$ cat src/rtl/regfile_write_arbiter_pkg.sv
// Shared constants, write-request record and helpers for the register file write arbiter.
// The age tag is a wrapping sequence number; the two live entries always differ by one.
package regfile_write_arbiter_pkg;

  localparam int DATA_W = 32;
  localparam int ADDR_W = 4;
  localparam int PC_IDX = 15;
  localparam int AGE_W  = 3;
  localparam int NREG   = 15;

  typedef struct packed {
    logic              valid;
    logic [AGE_W-1:0]  age;
    logic [ADDR_W-1:0] addr;
    logic [DATA_W-1:0] data;
  } wr_req_t;

  // Wrap-safe compare: a is older when (a - b) is negative in AGE_W bits.
  function automatic logic is_older(input logic [AGE_W-1:0] a, input logic [AGE_W-1:0] b);
    logic [AGE_W-1:0] diff;
    diff = a - b;
    return diff[AGE_W-1];
  endfunction

  function automatic logic [NREG-1:0] reg_onehot(input logic [ADDR_W-1:0] addr);
    logic [NREG-1:0] mask;
    mask = '0;
    for (int i = 0; i < NREG; i++) begin
      if (addr == ADDR_W'(i)) mask[i] = 1'b1;
    end
    return mask;
  endfunction

endpackage

$ cat src/rtl/regfile_wr_buffer.sv
// One-entry valid/ready holding register for a single writeback source.
module regfile_wr_buffer
  import regfile_write_arbiter_pkg::*;
(
  input  logic              CLK,
  input  logic              Reset,
  input  logic              in_valid,
  input  logic [AGE_W-1:0]  in_age,
  input  logic [ADDR_W-1:0] in_addr,
  input  logic [DATA_W-1:0] in_data,
  input  logic              drain,
  output logic              ready,
  output logic              load,
  output wr_req_t           entry
);

  // The slot frees up in the same cycle it is granted, so a new request can land behind it.
  assign ready = Reset & (~entry.valid | drain);
  assign load  = in_valid & ready;

  always_ff @(posedge CLK or negedge Reset) begin
    if (!Reset) begin
      entry <= '0;
    end else if (load) begin
      entry.valid <= 1'b1;
      entry.age   <= in_age;
      entry.addr  <= in_addr;
      entry.data  <= in_data;
    end else if (drain) begin
      entry.valid <= 1'b0;
    end
  end

endmodule

$ cat src/rtl/regfile_write_arbiter.sv
// Shares the register file write port between the ALU and load writeback sources,
// committing oldest-first one per cycle and diverting R15 writes to the PC strobe.
module regfile_write_arbiter
  import regfile_write_arbiter_pkg::*;
(
  input  logic              CLK,
  input  logic              Reset,
  input  logic              Req0Valid,
  output logic              Req0Ready,
  input  logic [ADDR_W-1:0] Req0Addr,
  input  logic [DATA_W-1:0] Req0Data,
  input  logic              Req1Valid,
  output logic              Req1Ready,
  input  logic [ADDR_W-1:0] Req1Addr,
  input  logic [DATA_W-1:0] Req1Data,
  output logic              WE3,
  output logic [ADDR_W-1:0] A3,
  output logic [DATA_W-1:0] WD3,
  output logic              PCWE,
  output logic [DATA_W-1:0] PCWD,
  output logic [NREG-1:0]   PendMask,
  output logic              Idle
);

  wr_req_t          buf0;
  wr_req_t          buf1;
  wr_req_t          granted;
  logic             load0;
  logic             load1;
  logic             grant0;
  logic             grant1;
  logic             commit;
  logic [AGE_W-1:0] seq;
  logic [AGE_W-1:0] age0;
  logic [AGE_W-1:0] age1;
  logic [NREG-1:0]  pend;

  // Port 1 is the earlier instruction, so on a simultaneous accept it takes the lower tag.
  assign age1 = seq;
  assign age0 = load1 ? seq + AGE_W'(1) : seq;

  always_ff @(posedge CLK or negedge Reset) begin
    if (!Reset) begin
      seq <= '0;
    end else begin
      seq <= seq + AGE_W'(load0) + AGE_W'(load1);
    end
  end

  regfile_wr_buffer u_buf0 (
    .CLK      (CLK),
    .Reset    (Reset),
    .in_valid (Req0Valid),
    .in_age   (age0),
    .in_addr  (Req0Addr),
    .in_data  (Req0Data),
    .drain    (grant0),
    .ready    (Req0Ready),
    .load     (load0),
    .entry    (buf0)
  );

  regfile_wr_buffer u_buf1 (
    .CLK      (CLK),
    .Reset    (Reset),
    .in_valid (Req1Valid),
    .in_age   (age1),
    .in_addr  (Req1Addr),
    .in_data  (Req1Data),
    .drain    (grant1),
    .ready    (Req1Ready),
    .load     (load1),
    .entry    (buf1)
  );

  assign grant0  = buf0.valid & (~buf1.valid | is_older(buf0.age, buf1.age));
  assign grant1  = buf1.valid & ~grant0;
  assign commit  = grant0 | grant1;
  assign granted = grant0 ? buf0 : buf1;

  // Strobes last one cycle; address and data hold so the falling-edge write sees stable values.
  always_ff @(posedge CLK or negedge Reset) begin
    if (!Reset) begin
      WE3  <= 1'b0;
      A3   <= '0;
      WD3  <= '0;
      PCWE <= 1'b0;
      PCWD <= '0;
    end else begin
      WE3  <= 1'b0;
      PCWE <= 1'b0;
      if (commit) begin
        if (granted.addr == ADDR_W'(PC_IDX)) begin
          PCWE <= 1'b1;
          PCWD <= granted.data;
        end else begin
          WE3 <= 1'b1;
          A3  <= granted.addr;
          WD3 <= granted.data;
        end
      end
    end
  end

  always_comb begin
    pend = '0;
    if (buf0.valid) pend = pend | reg_onehot(buf0.addr);
    if (buf1.valid) pend = pend | reg_onehot(buf1.addr);
    if (WE3)        pend = pend | reg_onehot(A3);
  end

  assign PendMask = pend;
  assign Idle     = ~buf0.valid & ~buf1.valid & ~WE3 & ~PCWE;

endmodule

$ cat config.mk
export PLATFORM = sky130hd
export DESIGN_NAME = regfile_write_arbiter
export DESIGN_NICKNAME = d
export VERILOG_FILES = /design/src/rtl/regfile_write_arbiter_pkg.sv /design/src/rtl/regfile_wr_buffer.sv /design/src/rtl/regfile_write_arbiter.sv
export SDC_FILE = /design/constraint.sdc
export NUM_CORES = 1
export LEC_CHECK = 0
export CORE_MARGIN = 2
export CORE_UTILIZATION = 54
export DETAILED_ROUTE_END_ITERATION = 6
export MAX_ROUTING_LAYER = met4
export PLACE_DENSITY_LB_ADDON = 0.25
export SETUP_SLACK_MARGIN = 0.2
export SYNTH_ARGS = -nofsm -noshare
export SYNTH_HDL_FRONTEND = slang
export SYNTH_HIERARCHICAL = 1
export SYNTH_SLANG_ARGS = --single-unit
$ cat constraint.sdc
create_clock -name CLK -period 5.9 [get_ports CLK]
set_input_delay 0.59 -clock CLK [delete_from_list [all_inputs] [get_ports CLK]]
set_output_delay 0.59 -clock CLK [all_outputs]
set_load 0.02 [all_outputs]
# Word level (Yosys, flattened, before mapping)
# Index checks and enable logic that the tools add are counted.
# totals
register_bits	153
output_inout_bits	88
wordCells	177
# classes
n_addsub	4
eq_ne	43
n_mux	88
n_bitwise	21
n_reduce_logical	7
# op_table
cell	count
$eq 4x4->1 const B	22
$mux 1	83
$eq 4x3->1 const B	12
$mux 15	3
$mux 36	1
$or 15x15->15	2
$eq 4x2->1 const B	6
$eq 4x1->1 const B	3
$logic_not 4->1	3
$and 1x1->1	9
$add 3x1->3	2
$not 1->1	6
$or 1x1->1	4
$reduce_and 2->1	2
$reduce_bool 2->1	2
$add 3x1->3 const B	1
$mux 3	1
$sub 3x3->3	1

# Longest topological paths before layout
# depth
ltp_word	9
mapped_depth	16

# Cells and area by module
# The synthesis kept the hierarchy.
# modules_own_cells
mod	instances	cells_each	area_per_inst_um2	seq_area_each_um2
regfile_write_arbiter	1	301	3866.2	1826.8
regfile_wr_buffer	2	88	1526.5	1001.0

# Worst setup path after synthesis
# OpenSTA, ideal clock, no wires.
# synth_path
path_kind	register to register
start	register u_buf0/entry[37] (netlist bit)
end	register seq[2], in the netlist age1[2]
setup_ns	0.079
t_arrival_ns	2.874
path_slack_ns	2.947
stages_incl_launch_ff	16
path_buffers	3
period_less_slack_ns	2.953
path_cell_list	dfrtp_1 ha_1 inv_1 o21a_2 o211ai_4 buf_6 buf_6 and2_1 nand2b_4 nor2b_4 buf_6 inv_1 fa_1 inv_1 ha_1 xor2_1
# synth_via
elab_chain_len	9
elab_cells_between_ends	13
classes_between	add/sub (3); bitwise (10)
# synth_lines
item	line_no	text
start, declared	regfile_wr_buffer.sv:14	output wr_req_t entry
$sub 3x3->3	regfile_write_arbiter_pkg.sv:21	diff = a - b;
$or 1x1->1	regfile_write_arbiter.sv:76	assign grant0 = buf0.valid & (~buf1.valid | is_older(buf0.age, buf1.age));
$and 1x1->1	regfile_write_arbiter.sv:76	
$not 1->1	regfile_write_arbiter.sv:77	assign grant1 = buf1.valid & ~grant0;
$and 1x1->1	regfile_write_arbiter.sv:77	
net grant1	regfile_write_arbiter.sv:31	logic grant1;
$or 1x1->1	regfile_wr_buffer.sv:18	assign ready = Reset & (~entry.valid | drain);
$and 1x1->1	regfile_wr_buffer.sv:18	
$and 1x1->1	regfile_wr_buffer.sv:19	assign load = in_valid & ready;
net load1	regfile_write_arbiter.sv:29	logic load1;
$add 3x1->3	regfile_write_arbiter.sv:46	seq <= seq + AGE_W'(load0) + AGE_W'(load1);
end signal, assigned	regfile_write_arbiter.sv:46	
end, declared	regfile_write_arbiter.sv:33	logic [AGE_W-1:0] seq;
# The timed path passes the listed nets, and every way through them passes these cells.
# A chain may end at the register's enable or synchronous reset.

# Worst setup path after layout
# Ends and elaborated chain as after synthesis.

==> qor.csv <==
stage,metric,value,unit
setup_path,worstPathArrival,4.38,ns
cells_and_area,area_delta_synth_final,33.0,%
setup_path,startpoint,u_buf0/entry[37]$_DFFE_PN0P_,
setup_path,worstPathCellList,ha_1 > inv_1 > o21a_2 > o211ai_4 > and2_1 > nand2b_4 > nor2b_4 > inv_1 > fa_1 > inv_1 > ha_1 > xor2_1,
clock_tree,hold_buffers,0,
synthesis,synthArstFlopShare,1.00,
floorplan,core_region_area,12600,sq um
clock_tree,cts.sinks,153,
sta,hold_viol,0,
synthesis,synthAdderAreaFrac,0.0101,
synthesis,synthFlopType,dfrtp_1,
drt,dr.max_layer_used,met4,
placement,gp_congestion,0.911,
power,p_comb_frac,0.497,
floorplan,design.die.area,13700,sq um
setup_path,crit_path_frequent_cell,inv_1,
sta,rsz0062_at_grt,false,
synthesis,muxShareOfSynthArea,0.298,
clock_tree,tritoncts,yes,
synthesis,synth_top_family_by_area,multiplexers,
sta,fin_crit,4.03,ns
sta,drv_slew,0,
clock_tree,htree_levels,4,
global_routing,grtUsageTotal,0.246,
drt,dr_wl_met3,981,microns
setup_path,crit_type,reg -> reg,
placement,place_ws,1.84,ns
clock_tree,insertion_delay,0.42,ns
setup_path,startpoint_type,flop,
setup_path,required,6.25,ns
placement,port_buffers,163,
clock_tree,cts.repair.resized,0,
floorplan,io_pins,164,
drt,antenna_left,0,
drt,wire_per_inst,18.9,microns
synthesis,synth_simple_gate_area_frac,0.0644,
global_routing,grt_pass1_vias,4750,
clock_tree,cts_setup_buffers,0,
synthesis,synth_xor_area_frac,0.00506,
synthesis,ys_ff_latch,153,
cells_and_area,layout_common_cells,"162 x clkdlybuf4s50_1, 153 x dfrtp_1, 152 x mux2_2, 30 x nand2_1, 17 x clkbuf_16",
synthesis,syn-cell-area,6920,sq um
power,p_seq_frac,0.323,
synthesis,ys_seq_area_frac,0.553,
setup_path,critPathCaptureType,flop,
power,power,0.00613,W
flow_run,drv_cap,0,
sta,fin_crit_sh,0.683,
cells_and_area,nNetsFinal,723,
drt,wirelength_met1,6650,microns
sta,skew,0.00587,ns
setup_path,crit_slowest_cell,nor2b_4,
clock_tree,clk_pin_slew,0.06,ns
drt,first_iter_violations,287,
global_routing,grt_pass1_wl,24500,microns
cells_and_area,n_antenna_cell,0,
synthesis,syn_nets,558,
power,swShare,0.357,
sta,tightest_slew,1.26,ns
global_routing,grt-ovfl-total,0,
synthesis,syn_area_per_cell,14.5,sq um
sta,setup_viol,0,
power,powerDensity,666,nW/um^2
floorplan,dieHeight,117,microns
global_routing,antenna_found_initial,0,
drt,drc,0,
sta,finalSetupTns,0,ns
synthesis,yosysWarningCount,6,
power,leakagePower,3.96,nW
clock_tree,numCtsBuffers,17,
drt,routed_via_density,5.43,
setup_path,r2r-start,u_buf0/entry[37]$_DFFE_PN0P_,
global_routing,grt_max_degree,91,
run_status,status,completed,
drt,firstDrtPassIters,4,
synthesis,synth_edf_count,0,
sta,setup_slack,1.87,ns
clock_tree,ctsLongestPathBuffers,2,
worst_hold_path,min_path_type,in -> async,
setup_path,cp_max_fo,43,
synthesis,syn_inst,477,
floorplan,rows,41,
synthesis,synth_cell_types,41,
setup_path,cpPeakStageDelay,1.00,ns
drt,via_count,4487,
clock_tree,clockRootBuffer,clkbuf_16,
drt,dr_wl_met2,7740,microns
sta,relSlewSlack,0.159,
drt,routed_wl,15600,microns
placement,dpl.hpwl,10500,microns
floorplan,die-width,117,microns
cells_and_area,drive_above_1_share,0.327,
power,power_switching,0.00219,W
sta,max_freq,0.248,GHz
floorplan,start_util,0.551,
power,p_clk_frac,0.180,
power,vdd_ir_drop_max,0.000446,V
power,p_int,0.00394,W
cells_and_area,layout_commonest_cell,clkdlybuf4s50_1,
synthesis,synth_compound_area_frac,0.0340,
## flip-flops by register name, summed over array words and instances, names as in the netlist
name / count
u_buf0/entry: 40
u_buf1/entry: 40
PCWD: 32
WD3: 32
A3: 4
age1: 3
PCWE: 1
WE3: 1
## cells by family (layout without fill, tap and decap cells)
kind of cell             Yosys count  count (layout)
AO/OA/AOI/OAI                     24              24
XOR/XNOR                           4               4
adder cells (fa/ha/maj)            5               5
buffers and inverters             32             209
flip-flops                       153             153
multiplexers                     179             179
AND/OR/NAND/NOR                   80              80
## worst paths after layout
path | to | slack [ns] | cells after the start
setup reg to reg | age1[2]$_DFF_PN0_ | 1.87 | 12
max in group asynchronous | WD3[13]$_DFFE_PN0P_ | 4.33 | 2
hold / removal | u_buf1/entry[28]$_DFFE_PN0P_ | 0.20 | 1
setup / recovery | age1[2]$_DFF_PN0_ | 1.87 | 12
hold reg to reg | WD3[24]$_DFFE_PN0P_ | 0.49 | 1
min in group CLK | WD3[24]$_DFFE_PN0P_ | 0.49 | 1
## synth_stat cells (2+ instances only)
library cell / count / share of area
dfrtp_1: 153 / 0.55
mux2_2: 152 / 0.25
nand2_1: 30 / 0.016
mux2_4: 14 / 0.030
buf_6: 13 / 0.021
nand3_1: 13 / 0.0094
a22oi_1: 11 / 0.012
inv_1: 10 / 0.0054
mux2_1: 9 / 0.015
nor2_1: 6 / 0.0033
nor2b_1: 6 / 0.0054
nand4_1: 5 / 0.0045
a2bb2oi_1: 4 / 0.0051
clkbuf_1: 4 / 0.0022
ha_1: 4 / 0.0072
mux2i_1: 4 / 0.0058
and2_1: 3 / 0.0027
and3b_1: 3 / 0.0038
buf_4: 3 / 0.0033
nor2b_4: 3 / 0.0060
nor3b_1: 3 / 0.0033
and3_1: 2 / 0.0018
nand2b_4: 2 / 0.0040
xnor2_1: 2 / 0.0025
xor2_1: 2 / 0.0025
## worst max-delay path: cells and delay by family (launching register included)
family / cells / cell delay (ns)
flip-flops: 1 / 0.39
AND/OR/NAND/NOR: 3 / 1.36
XOR/XNOR: 1 / 0.13
AO/OA/AOI/OAI: 2 / 0.91
adder cells (fa/ha/maj): 3 / 0.86
buffers and inverters: 3 / 0.30
## metal layers
layer / track usage / vias up
li1: - / 2034
met1: 0.312 / 2289
met2: 0.384 / 144
met3: 0.0711 / 20
met4: 0.0824 / 0
met5: - / -
## final cells by class
cell class / count / area [sq um]
timing repair buffer: 168 / 1670
inverter: 10 / 37.5
clock inverter: 11 / 146
tap: 172 / 215
multi-input combinational: 292 / 2850
fill: 877 / 3360
clock buffer: 20 / 457
sequential: 153 / 3830
## power groups by stage
stage                     Clock, W  Combinational, W  Sequential [W]
final                      0.00110           0.00305         0.00198
after global routing       0.00116           0.00326         0.00205
after CTS                  0.00113           0.00308         0.00198
after detailed placement         0           0.00305         0.00199
after global placement           0           0.00296         0.00196
after floorplan                  0           0.00187         0.00216
## per-stage QoR
step                hold WS [ns]  instances   util  instance area (sq um)
finish                     0.199        826  0.732                   9200
global route               0.297        826  0.732                   9200
CTS                        0.249        826  0.732                   9200
detailed placement         0.479        795  0.684                   8600
global placement           0.468        795  0.684                   8600
floorplan                  0.294        477      -                   6920
Power figures use the tool's default switching activity.
